`config.mk`:
```
export PLATFORM = sky130hd
export DESIGN_NAME = rk8e_databreak
export DESIGN_NICKNAME = d
export VERILOG_FILES = /design/src/rtl/rk8e_databreak.sv
export SDC_FILE = /design/constraint.sdc
export NUM_CORES = 1
export LEC_CHECK = 0
export CORE_MARGIN = 5
export CORE_UTILIZATION = 50
export CTS_CLUSTER_SIZE = 30
export DETAILED_ROUTE_END_ITERATION = 8
export DONT_BUFFER_PORTS = 1
export PLACE_DENSITY = 0.76
export SYNTH_ARGS = -nofsm -noshare
export SYNTH_HDL_FRONTEND = slang
export SYNTH_SLANG_ARGS = --single-unit
```
`constraint.sdc`:
```
create_clock -name clk -period 2.66 [get_ports clk]
set_clock_uncertainty 0.15 [all_clocks]
set_input_delay 0.665 -clock clk [delete_from_list [all_inputs] [get_ports clk]]
set_output_delay 0.665 -clock clk [all_outputs]
set_load 0.03 [all_outputs]
```
`src/rtl/rk8e_databreak.sv`:
```
`default_nettype none
// +----------------------------------------------------------------------------+
// | rk8e_databreak : data-break sequencer between the RK8E disk controller and |
// |                  the memory-address/RAM stage. Optional: DB_FIELD_CARRY_EN |
// | Rev 1.0                                                                    |
// +----------------------------------------------------------------------------+

module rk8e_databreak_fifo #(
    parameter int DEPTH = 2,
    parameter int WIDTH = 12
) (
    input  logic             clk,
    input  logic             reset,
    input  logic             flush,
    input  logic             push,
    input  logic             pop,
    input  logic [WIDTH-1:0] wdata,
    output logic [WIDTH-1:0] rdata,
    output logic             full,
    output logic             empty
);
    localparam int            c_AW    = (DEPTH > 1) ? $clog2(DEPTH) : 1;
    localparam logic [c_AW:0] c_DEPTH = (c_AW + 1)'(DEPTH);

    logic [WIDTH-1:0] r_mem [DEPTH];
    logic [c_AW-1:0]  r_wp;
    logic [c_AW-1:0]  r_rp;
    logic [c_AW:0]    r_cnt;
    logic             w_push;
    logic             w_pop;

    assign full   = (r_cnt == c_DEPTH);
    assign empty  = (r_cnt == '0);
    assign w_pop  = pop & ~empty;
    // A pop frees the slot in the same cycle, so a full FIFO still takes a push.
    assign w_push = push & (~full | w_pop);
    assign rdata  = r_mem[r_rp];

    always_ff @(posedge clk) begin
        if (!reset || flush) begin
            r_wp  <= '0;
            r_rp  <= '0;
            r_cnt <= '0;
        end else begin
            if (w_push) r_wp <= r_wp + 1'b1;
            if (w_pop)  r_rp <= r_rp + 1'b1;
            case ({w_push, w_pop})
                2'b10:   r_cnt <= r_cnt + 1'b1;
                2'b01:   r_cnt <= r_cnt - 1'b1;
                default: r_cnt <= r_cnt;
            endcase
        end
    end

    always_ff @(posedge clk) begin
        if (w_push) r_mem[r_wp] <= wdata;
    end
endmodule

module rk8e_databreak #(
    parameter int         FIFO_DEPTH = 2,
    parameter logic [4:0] DB0        = 5'd16,
    parameter logic [4:0] DB3        = 5'd19
) (
    input  logic        clk,
    input  logic        reset,
    input  logic [4:0]  state,
    input  logic        start,
    input  logic        dir,
    input  logic [14:0] start_addr,
    input  logic [11:0] word_count,
    input  logic        abort,
    input  logic        din_valid,
    output logic        din_ready,
    input  logic [11:0] din_data,
    output logic        dout_valid,
    input  logic        dout_ready,
    output logic [11:0] dout_data,
    input  logic [11:0] mem2disk,
    output logic        break_req,
    output logic [14:0] dmaAddr,
    output logic [11:0] disk2mem,
    output logic        to_disk,
    output logic        busy,
    output logic        done,
    output logic        addr_wrap
);
    typedef enum logic [2:0] {
        S_IDLE  = 3'd0,
        S_ARM   = 3'd1,
        S_REQ   = 3'd2,
        S_BRK   = 3'd3,
        S_DRAIN = 3'd4,
        S_FIN   = 3'd5
    } fsm_t;

    fsm_t        r_fsm;
    fsm_t        w_fsm_nxt;

    logic [14:0] r_addr;
    logic [12:0] r_count;
    logic        r_dir;
    logic        r_abort_pend;
    logic        r_wrap;
    logic        r_break_req;
    logic [11:0] r_disk2mem;
    logic        r_busy;
    logic        r_done;

    logic        w_load;
    logic        w_step;
    logic        w_abort;
    logic        w_last;
    logic [14:0] w_addr_inc;
    logic        w_wrap_hit;

    logic        w_in_push;
    logic        w_in_pop;
    logic        w_in_full;
    logic        w_in_empty;
    logic        w_in_flush;
    logic [11:0] w_in_head;
    logic        w_out_push;
    logic        w_out_pop;
    logic        w_out_full;
    logic        w_out_empty;

    // Words offered outside a disk->memory transfer are taken and thrown away.
    assign w_in_push  = din_valid & ~w_in_full & r_busy & ~r_dir;
    assign w_in_flush = (r_fsm == S_FIN);
    assign w_out_pop  = dout_ready & ~w_out_empty;
    assign w_in_pop   = w_step & ~r_dir;
    assign w_out_push = w_step & r_dir;

    rk8e_databreak_fifo #(.DEPTH(FIFO_DEPTH), .WIDTH(12)) u_in_fifo (
        .clk   (clk),
        .reset (reset),
        .flush (w_in_flush),
        .push  (w_in_push),
        .pop   (w_in_pop),
        .wdata (din_data),
        .rdata (w_in_head),
        .full  (w_in_full),
        .empty (w_in_empty)
    );

    rk8e_databreak_fifo #(.DEPTH(FIFO_DEPTH), .WIDTH(12)) u_out_fifo (
        .clk   (clk),
        .reset (reset),
        .flush (1'b0),
        .push  (w_out_push),
        .pop   (w_out_pop),
        .wdata (mem2disk),
        .rdata (dout_data),
        .full  (w_out_full),
        .empty (w_out_empty)
    );

`ifdef DB_FIELD_CARRY_EN
    assign w_addr_inc = r_addr + 15'd1;
    assign w_wrap_hit = &r_addr;
`else
    assign w_addr_inc = {r_addr[14:12], r_addr[11:0] + 12'd1};
    assign w_wrap_hit = &r_addr[11:0];
`endif

    assign w_abort = abort | r_abort_pend;
    assign w_last  = (r_count == 13'd1) | w_abort;

    always_ff @(posedge clk) begin
        if (!reset) r_fsm <= S_IDLE;
        else        r_fsm <= w_fsm_nxt;
    end

    always_comb begin
        w_fsm_nxt = r_fsm;
        w_load    = 1'b0;
        w_step    = 1'b0;
        case (r_fsm)
            S_IDLE: begin
                if (start) begin
                    w_fsm_nxt = S_ARM;
                    w_load    = 1'b1;
                end
            end
            S_ARM: begin
                if (w_abort)
                    w_fsm_nxt = S_FIN;
                else if (r_dir ? ~w_out_full : ~w_in_empty)
                    w_fsm_nxt = S_REQ;
            end
            S_REQ: begin
                if (state == DB0) w_fsm_nxt = S_BRK;
            end
            S_BRK: begin
                if (state == DB3) begin
                    w_step = 1'b1;
                    if (w_last) w_fsm_nxt = r_dir ? S_DRAIN : S_FIN;
                    else        w_fsm_nxt = S_ARM;
                end
            end
            S_DRAIN: begin
                if (w_out_empty) w_fsm_nxt = S_FIN;
            end
            S_FIN:   w_fsm_nxt = S_IDLE;
            default: w_fsm_nxt = S_IDLE;
        endcase
    end

    always_ff @(posedge clk) begin
        if (!reset) begin
            r_addr       <= '0;
            r_count      <= '0;
            r_dir        <= 1'b0;
            r_abort_pend <= 1'b0;
            r_wrap       <= 1'b0;
            r_break_req  <= 1'b0;
            r_disk2mem   <= '0;
            r_busy       <= 1'b0;
            r_done       <= 1'b0;
        end else begin
            r_done      <= (w_fsm_nxt == S_FIN);
            r_break_req <= (w_fsm_nxt == S_REQ);

            if (w_load) begin
                r_addr       <= start_addr;
                r_count      <= (word_count == 12'd0) ? 13'h1000 : {1'b0, word_count};
                r_dir        <= dir;
                r_wrap       <= 1'b0;
                r_abort_pend <= 1'b0;
                r_busy       <= 1'b1;
            end else begin
                if (r_busy && abort) r_abort_pend <= 1'b1;
                if (w_fsm_nxt == S_FIN) r_busy <= 1'b0;
            end

            // Write data is frozen on entry to REQ and held through the break.
            if (r_fsm == S_ARM && w_fsm_nxt == S_REQ)
                r_disk2mem <= r_dir ? 12'd0 : w_in_head;

            if (w_step) begin
                r_addr  <= w_addr_inc;
                r_count <= r_count - 13'd1;
                if (w_wrap_hit) r_wrap <= 1'b1;
            end
        end
    end

    assign din_ready  = ~w_in_full;
    assign dout_valid = ~w_out_empty;
    assign break_req  = r_break_req;
    assign dmaAddr    = r_addr;
    assign disk2mem   = r_disk2mem;
    assign to_disk    = r_dir;
    assign busy       = r_busy;
    assign done       = r_done;
    assign addr_wrap  = r_wrap;
endmodule

`default_nettype wire

```
==> metrics.txt, run 1 <==
antenna violations before repair=0; via count=3,311; net count after synthesis=505; I/O Pins=109; hpwl dp=7.221 mm; Synth Instances=437; Sink Count=107; Worst-path clk slew=0.12 ns; Initial Util=51.07%; Setup CP Type=flop to flop; Placeable Area=9196 µm²; CP cell instances=nor2b_1, nand4_1, nor3_1, ha_1, or3_1, a21oi_1; largest net degree at the start of global routing=56; FMAX=404.1 MHz; Layout area overhead=9.164%; total wire length=10.02 mm; Root Buffer=clkbuf_8; most frequent cells in the layout=dfxtp_1 (59), edfxtp_1 (48), nand2_1 (44); Residual DRC=0; pre-CTS setup slack=0.2093 ns; H-tree levels=3; Ant. Diodes=0; post-cts repair resize count=0; WP buf/inv=0; Setup Buffers After CTS=0; placed cell areas=4913 µm²; post-route design area=5127 µm²; share of layout cells above drive strength 1=14.35%; Die W=106.9 µm; Max-slew headroom=52.76%; All-Layer GR Usage=17.90%; RSZ-0062 raised after global routing=no; FF-to-FF setup slack=0.19 ns; worst-margin pin slew=0.7077 ns; vias in the first global route=3,376; overall power=0.003297 W; TritonRoute pass-1 iters=4; synth warn=0; Post-CTS Hold Fix Bufs=0; dpl cells=548; clk buf depth=2; routed vias/inst=5.871; Post-synth top flop=dfxtp_1; Final Wtd Congestion=0.8410; fin nets=516; Critical-path top delay cell=dfxtp_1; status=complete, no violations; site row count=35; clk_lat worst skew=0.36 ns; total CTS buffers=9; initial DRC count=176; Final setup viols=0; final period utilization=93.03%; Chip Height=106.9 µm; Yosys reg bits=107; CTS tree=done; setup ws final=0.1854 ns; Post-synth EDFFs=48; Crit path required time=2.81 ns; most common cell after layout, fill and taps aside=dfxtp_1; Setup crit end kind=flop; crit-path max FO=9; Mapped Avg Cell Area=10.75 µm²; Pleak=1.697 nW; Peak VDD IR=0.0003978 V; Setup TNS=0 ns; die area=11,430 µm²; post-route insts no fill=564; Worst Hold Class=input pin to flop; Mapped Area=4697 µm²; startpoint types=flop; Worst path max stage delay=0.50 ns; register area share after synthesis=55.83%; global-route wire length before repair=16.42 mm; power per cell area=643.1 nW/µm²; min cycle time layout=2.475 ns; Worst path top cell family by delay=simple AND/OR/NAND/NOR gates; async set or reset register ratio after synthesis=0%; grt ovf=0; max capacitance violation total=0; wire per inst=17.76 µm; Crit path arrival time=2.62 ns; Fin. Hold Viols=0; Post-DRT Antenna Nets=0; final slew viol count=0; count of unique library cells instantiated by Yosys=55; # port buffers=0
[state kept, by name, indices dropped and copies added, names as in the netlist, 2 cells and up, named ones only]
signal / cells
r_fsm: 3
r_count: 13
u_out_fifo.r_cnt: 2
disk2mem: 12
dmaAddr: 15
u_out_fifo.r_mem: 24
u_in_fifo.r_mem: 24
u_in_fifo.r_cnt: 2
[where the power goes]
| group | internal [W] | switching [W] | total [W] |
|---|---|---|---|
| registers | 0.00179 | 0.000108 | 0.00190 |
| clock network | 0.000426 | 0.000591 | 0.00102 |
| logic | 0.000152 | 0.000229 | 0.000381 |
| total | 0.00237 | 0.000928 | 0.00330 |
[layout make-up]
class                           count  area [µm²]
Multi-Input combinational cell    295        1927
Tap cell                          111       138.9
Clock inverter                      6       65.06
Timing Repair Buffer               25       187.7
Inverter                           10       37.54
Clock buffer                       10       148.9
Sequential cell                   107        2623
Fill cell                         768        4069
[stage by stage]
stage                     hold WS, ns  utilization (%)
after floorplan                0.3029                -
after global placement         0.3131            53.43
after detailed placement       0.3366            53.43
after CTS                      0.2202            55.76
after global routing           0.2027            55.76
final                          0.2400            55.76
[final timing paths]
path,end,start,cells after the start
max,u_in_fifo.r_cnt[1],r_fsm[0],6
min,u_in_fifo.r_mem[1][5],din_data[5],0
max reg2reg,u_in_fifo.r_cnt[1],r_fsm[0],6
min reg2reg,r_count[4],r_count[4],2
[worst register-to-register path, stage by stage, from the launching register on]
cell and delay (ns):
dfxtp_1 0.50, nor2b_1 0.42, nand4_1 0.19, nor3_1 0.34, ha_1 0.33, or3_1 0.35
a21oi_1 0.13
[logic make-up (layout without fill, tap and decap cells)]
kind of cell	count (synthesis)	count (layout)	synth area share [%]
simple gates	159	159	18.09
flops	107	107	55.83
compound gates	97	97	13.88
buf+inv	35	51	3.490
mux	26	26	5.887
xor+xnor	8	8	1.492
fa+ha+maj	5	5	1.332
[synth_stat cells (3+ instances only)]
cell type	count	area share, %
a21oi_1	16	1.7
ha_1	5	1.3
a22oi_1	3	0.48
nor2b_1	8	1.1
nor4_1	10	1.3
a21boi_0	29	4.6
dfxtp_1	59	25
o21ai_0	18	1.9
o21a_1	3	0.48
nand2_1	44	3.5
or3_1	15	2.0
o211ai_1	3	0.48
nor3b_1	3	0.48
and3_1	7	0.93
inv_1	10	0.80
xnor2_1	7	1.3
edfxtp_1	48	31
clkbuf_1	17	1.4
nor3_1	6	0.64
mux2_2	13	3.1
a21boi_1	4	0.64
and2_1	9	1.2
nand4_1	3	0.40
mux2i_1	13	2.8
buf_2	4	0.43
o311ai_0	4	0.75
a31oi_1	4	0.53
nand3_1	11	1.2
nor2_1	25	2.0
[metal layers]
layer	track usage (%)	share of wire (%)	up-vias
li1	-	-	1618
met1	21.79	41	1564
met2	29.72	49	115
met3	6.442	8.8	14
met4	5.571	1.6	0
met5	0	0	-
Note: power is estimated with default switching activity, not from simulation.
==> inputs of run 2 (changes only) <==
- ABC_CLOCK_PERIOD_IN_PS: unset -> 2660
- CORE_UTILIZATION: 50 -> 40
- PLACE_DENSITY: 0.76 -> 0.64
- REMOVE_ABC_BUFFERS: unset -> 1
==> metrics.txt, run 2 (synthesized netlist as in run 1, its figures left out) <==
status=complete, no violations (unchanged); Reg2Reg Launch Point=r_fsm[0] (unchanged); GR Layer Usage met2=23.56% (was 29.72%); Residual DRC=0 (unchanged); Worst Hold Class=input pin to flop (unchanged); hpwl dp=7.456 mm (was 7.221 mm); fin nets=520 (was 516); Post-CTS Hold Fix Bufs=0 (unchanged); FF-to-FF setup slack=0.34 ns (was 0.19 ns); pre-CTS setup slack=0.03730 ns (was 0.2093 ns); site row count=39 (was 35); Reg-to-Reg End=u_out_fifo.r_cnt[1] (was u_in_fifo.r_cnt[1]); I/O Pins=109 (unchanged); via count=3,310 (was 3,311); overall power=0.003642 W (was 0.003297 W); final period utilization=87.20% (was 93.03%); Placeable Area=11,470 µm² (was 9196 µm²); H-tree levels=3 (unchanged); Reg2Reg Depth=6 (unchanged); Crit path arrival time=2.45 ns (was 2.62 ns); grt ovf=0 (unchanged); CP cell instances=nor2b_1, and4_1, o311ai_0, ha_1, or3_1, a21boi_0 (was nor2b_1, nand4_1, nor3_1, ha_1, or3_1, a21oi_1); Critical Path Sink=u_out_fifo.r_cnt[1] (was u_in_fifo.r_cnt[1]); RSZ-0062 raised after global routing=no (unchanged); met1 Use GR=18.94% (was 21.79%); min cycle time layout=2.320 ns (was 2.475 ns); Most Crowded Layer GR=met2 (unchanged); WHS Path Cells=0 (unchanged); total wire length=10.62 mm (was 10.02 mm); setup ws final=0.3404 ns (was 0.1854 ns); Ant. Diodes=0 (unchanged); largest net degree at the start of global routing=56 (unchanged); CP startpoint=r_fsm[0] (unchanged); wire per inst=17.69 µm (was 17.76 µm); startpoint types=flop (unchanged); final slew viol count=0 (unchanged); global-route wire length before repair=17.24 mm (was 16.42 mm); max capacitance violation total=0 (unchanged); clk buf depth=2 (unchanged); Critical-path top delay cell=nor2b_1 (was dfxtp_1); Root Buffer=clkbuf_16 (was clkbuf_8); All-Layer GR Usage=15.57% (was 17.90%); Layout area overhead=12.31% (was 9.164%); Setup Buffers After CTS=0 (unchanged); Final setup viols=0 (unchanged); initial DRC count=177 (was 176); Worst path max stage delay=0.40 ns (was 0.50 ns); FMAX=431.1 MHz (was 404.1 MHz); hold_sp=din_data[5] (unchanged); vias in the first global route=3,302 (was 3,376); most common cell after layout, fill and taps aside=dfxtp_1 (unchanged); Chip Height=118.4 µm (was 106.9 µm); post-cts repair resize count=0 (unchanged); CTS tree=done (unchanged); Die W=118.4 µm (was 106.9 µm); Setup CP Type=flop to flop (unchanged); Peak VDD IR=0.0004690 V (was 0.0003978 V); die area=14,010 µm² (was 11,430 µm²); routing usage on met3=6.351% (was 6.442%); Post-DRT Antenna Nets=0 (unchanged); clk_lat worst skew=0.36 ns (about the same); total CTS buffers=9 (unchanged); Initial Util=40.96% (was 51.07%); power per cell area=690.5 nW/µm² (was 643.1 nW/µm²); Setup TNS=0 ns (unchanged); share of layout cells above drive strength 1=14.44% (was 14.35%); Max-slew headroom=52.53% (was 52.76%); routed vias/inst=5.517 (was 5.871); Worst-path clk slew=0.07 ns (was 0.12 ns); post-route design area=5275 µm² (was 5127 µm²); Setup crit end kind=flop (unchanged); worst-margin pin slew=0.7111 ns (was 0.7077 ns); Fin. Hold Viols=0 (unchanged); dpl cells=584 (was 548); antenna violations before repair=0 (unchanged); post-route insts no fill=600 (was 564); Pleak=1.755 nW (was 1.697 nW); Crit path required time=2.79 ns (was 2.81 ns); crit-path max FO=7 (was 9); Final Wtd Congestion=0.8264 (was 0.8410); # port buffers=0 (unchanged); Sink Count=107 (unchanged); most frequent cells in the layout=dfxtp_1 (59), edfxtp_1 (48), nand2_1 (44) (unchanged); TritonRoute pass-1 iters=4 (unchanged); placed cell areas=4974 µm² (was 4913 µm²)
[run 2: cell types whose count changed in the layout (fill, tap and decap cells not counted), moves of 2 or more]
| cell | change |
|---|---|
| buf_4 | +4 |
| clkinv_2 | +2 |
| nor2_2 | -2 |
| clkbuf_16 | +8 |
| clkbuf_8 | -9 |
| nor2_1 | +2 |
[run 2: cell type report]
| type | count | area (µm²) |
|---|---|---|
| Clock buffer | 9 | 225.2 |
| Clock inverter | 7 | 76.32 |
| Fill cell | 1051 | 6192 |
| Inverter | 10 | 37.54 |
| Multi-Input combinational cell | 295 | 1917 |
| Sequential cell | 107 | 2623 |
| Tap cell | 143 | 178.9 |
| Timing Repair Buffer | 29 | 217.7 |
[run 2: how the worst min path moves through the flow]
stage                            end
4_1_cts        u_in_fifo.r_mem[0][5]
5_1_grt        u_in_fifo.r_mem[1][0]
3_3_place_gp              r_count[4]
2_1_floorplan             r_count[4]
3_5_place_dp              r_count[4]
6_report       u_in_fifo.r_mem[1][5]
[run 2: report_power, final]
part	switching (W)	leakage [nW]	internal [W]
combinational	0.000238	0.694	0.000160
clock	0.000616	0.147	0.000736
sequential	0.000101	0.914	0.00179
total	0.000954	1.76	0.00269
[run 2: worst max-delay path: cells and delay by family (launching register included)]
kind,cells,cell delay (ns)
fa+ha+maj,1,0.37
simple gates,3,1.03
compound gates,2,0.37
flops,1,0.34
[run 2: metrics by stage]
| step | hold WS, ns | utilization (%) |
|---|---|---|
| floorplan | 0.3028 | - |
| global placement | 0.3185 | 43.37 |
| detailed placement | 0.3204 | 43.37 |
| CTS | 0.2340 | 46.00 |
| global route | 0.2229 | 46.00 |
| finish | 0.2486 | 46.00 |
[run 2: metal layers]
metal / vias to the layer above / share of wire (%)
met5: - / 0
met4: 0 / 3.2
met3: 21 / 7.6
met2: 98 / 46
met1: 1555 / 43
li1: 1636 / -
==> inputs of run 3 (changes only) <==
- SLEW_MARGIN: unset -> 20
==> results of run 3 <==
No change in the layout: final DEF, timing and power equal those of run 2.
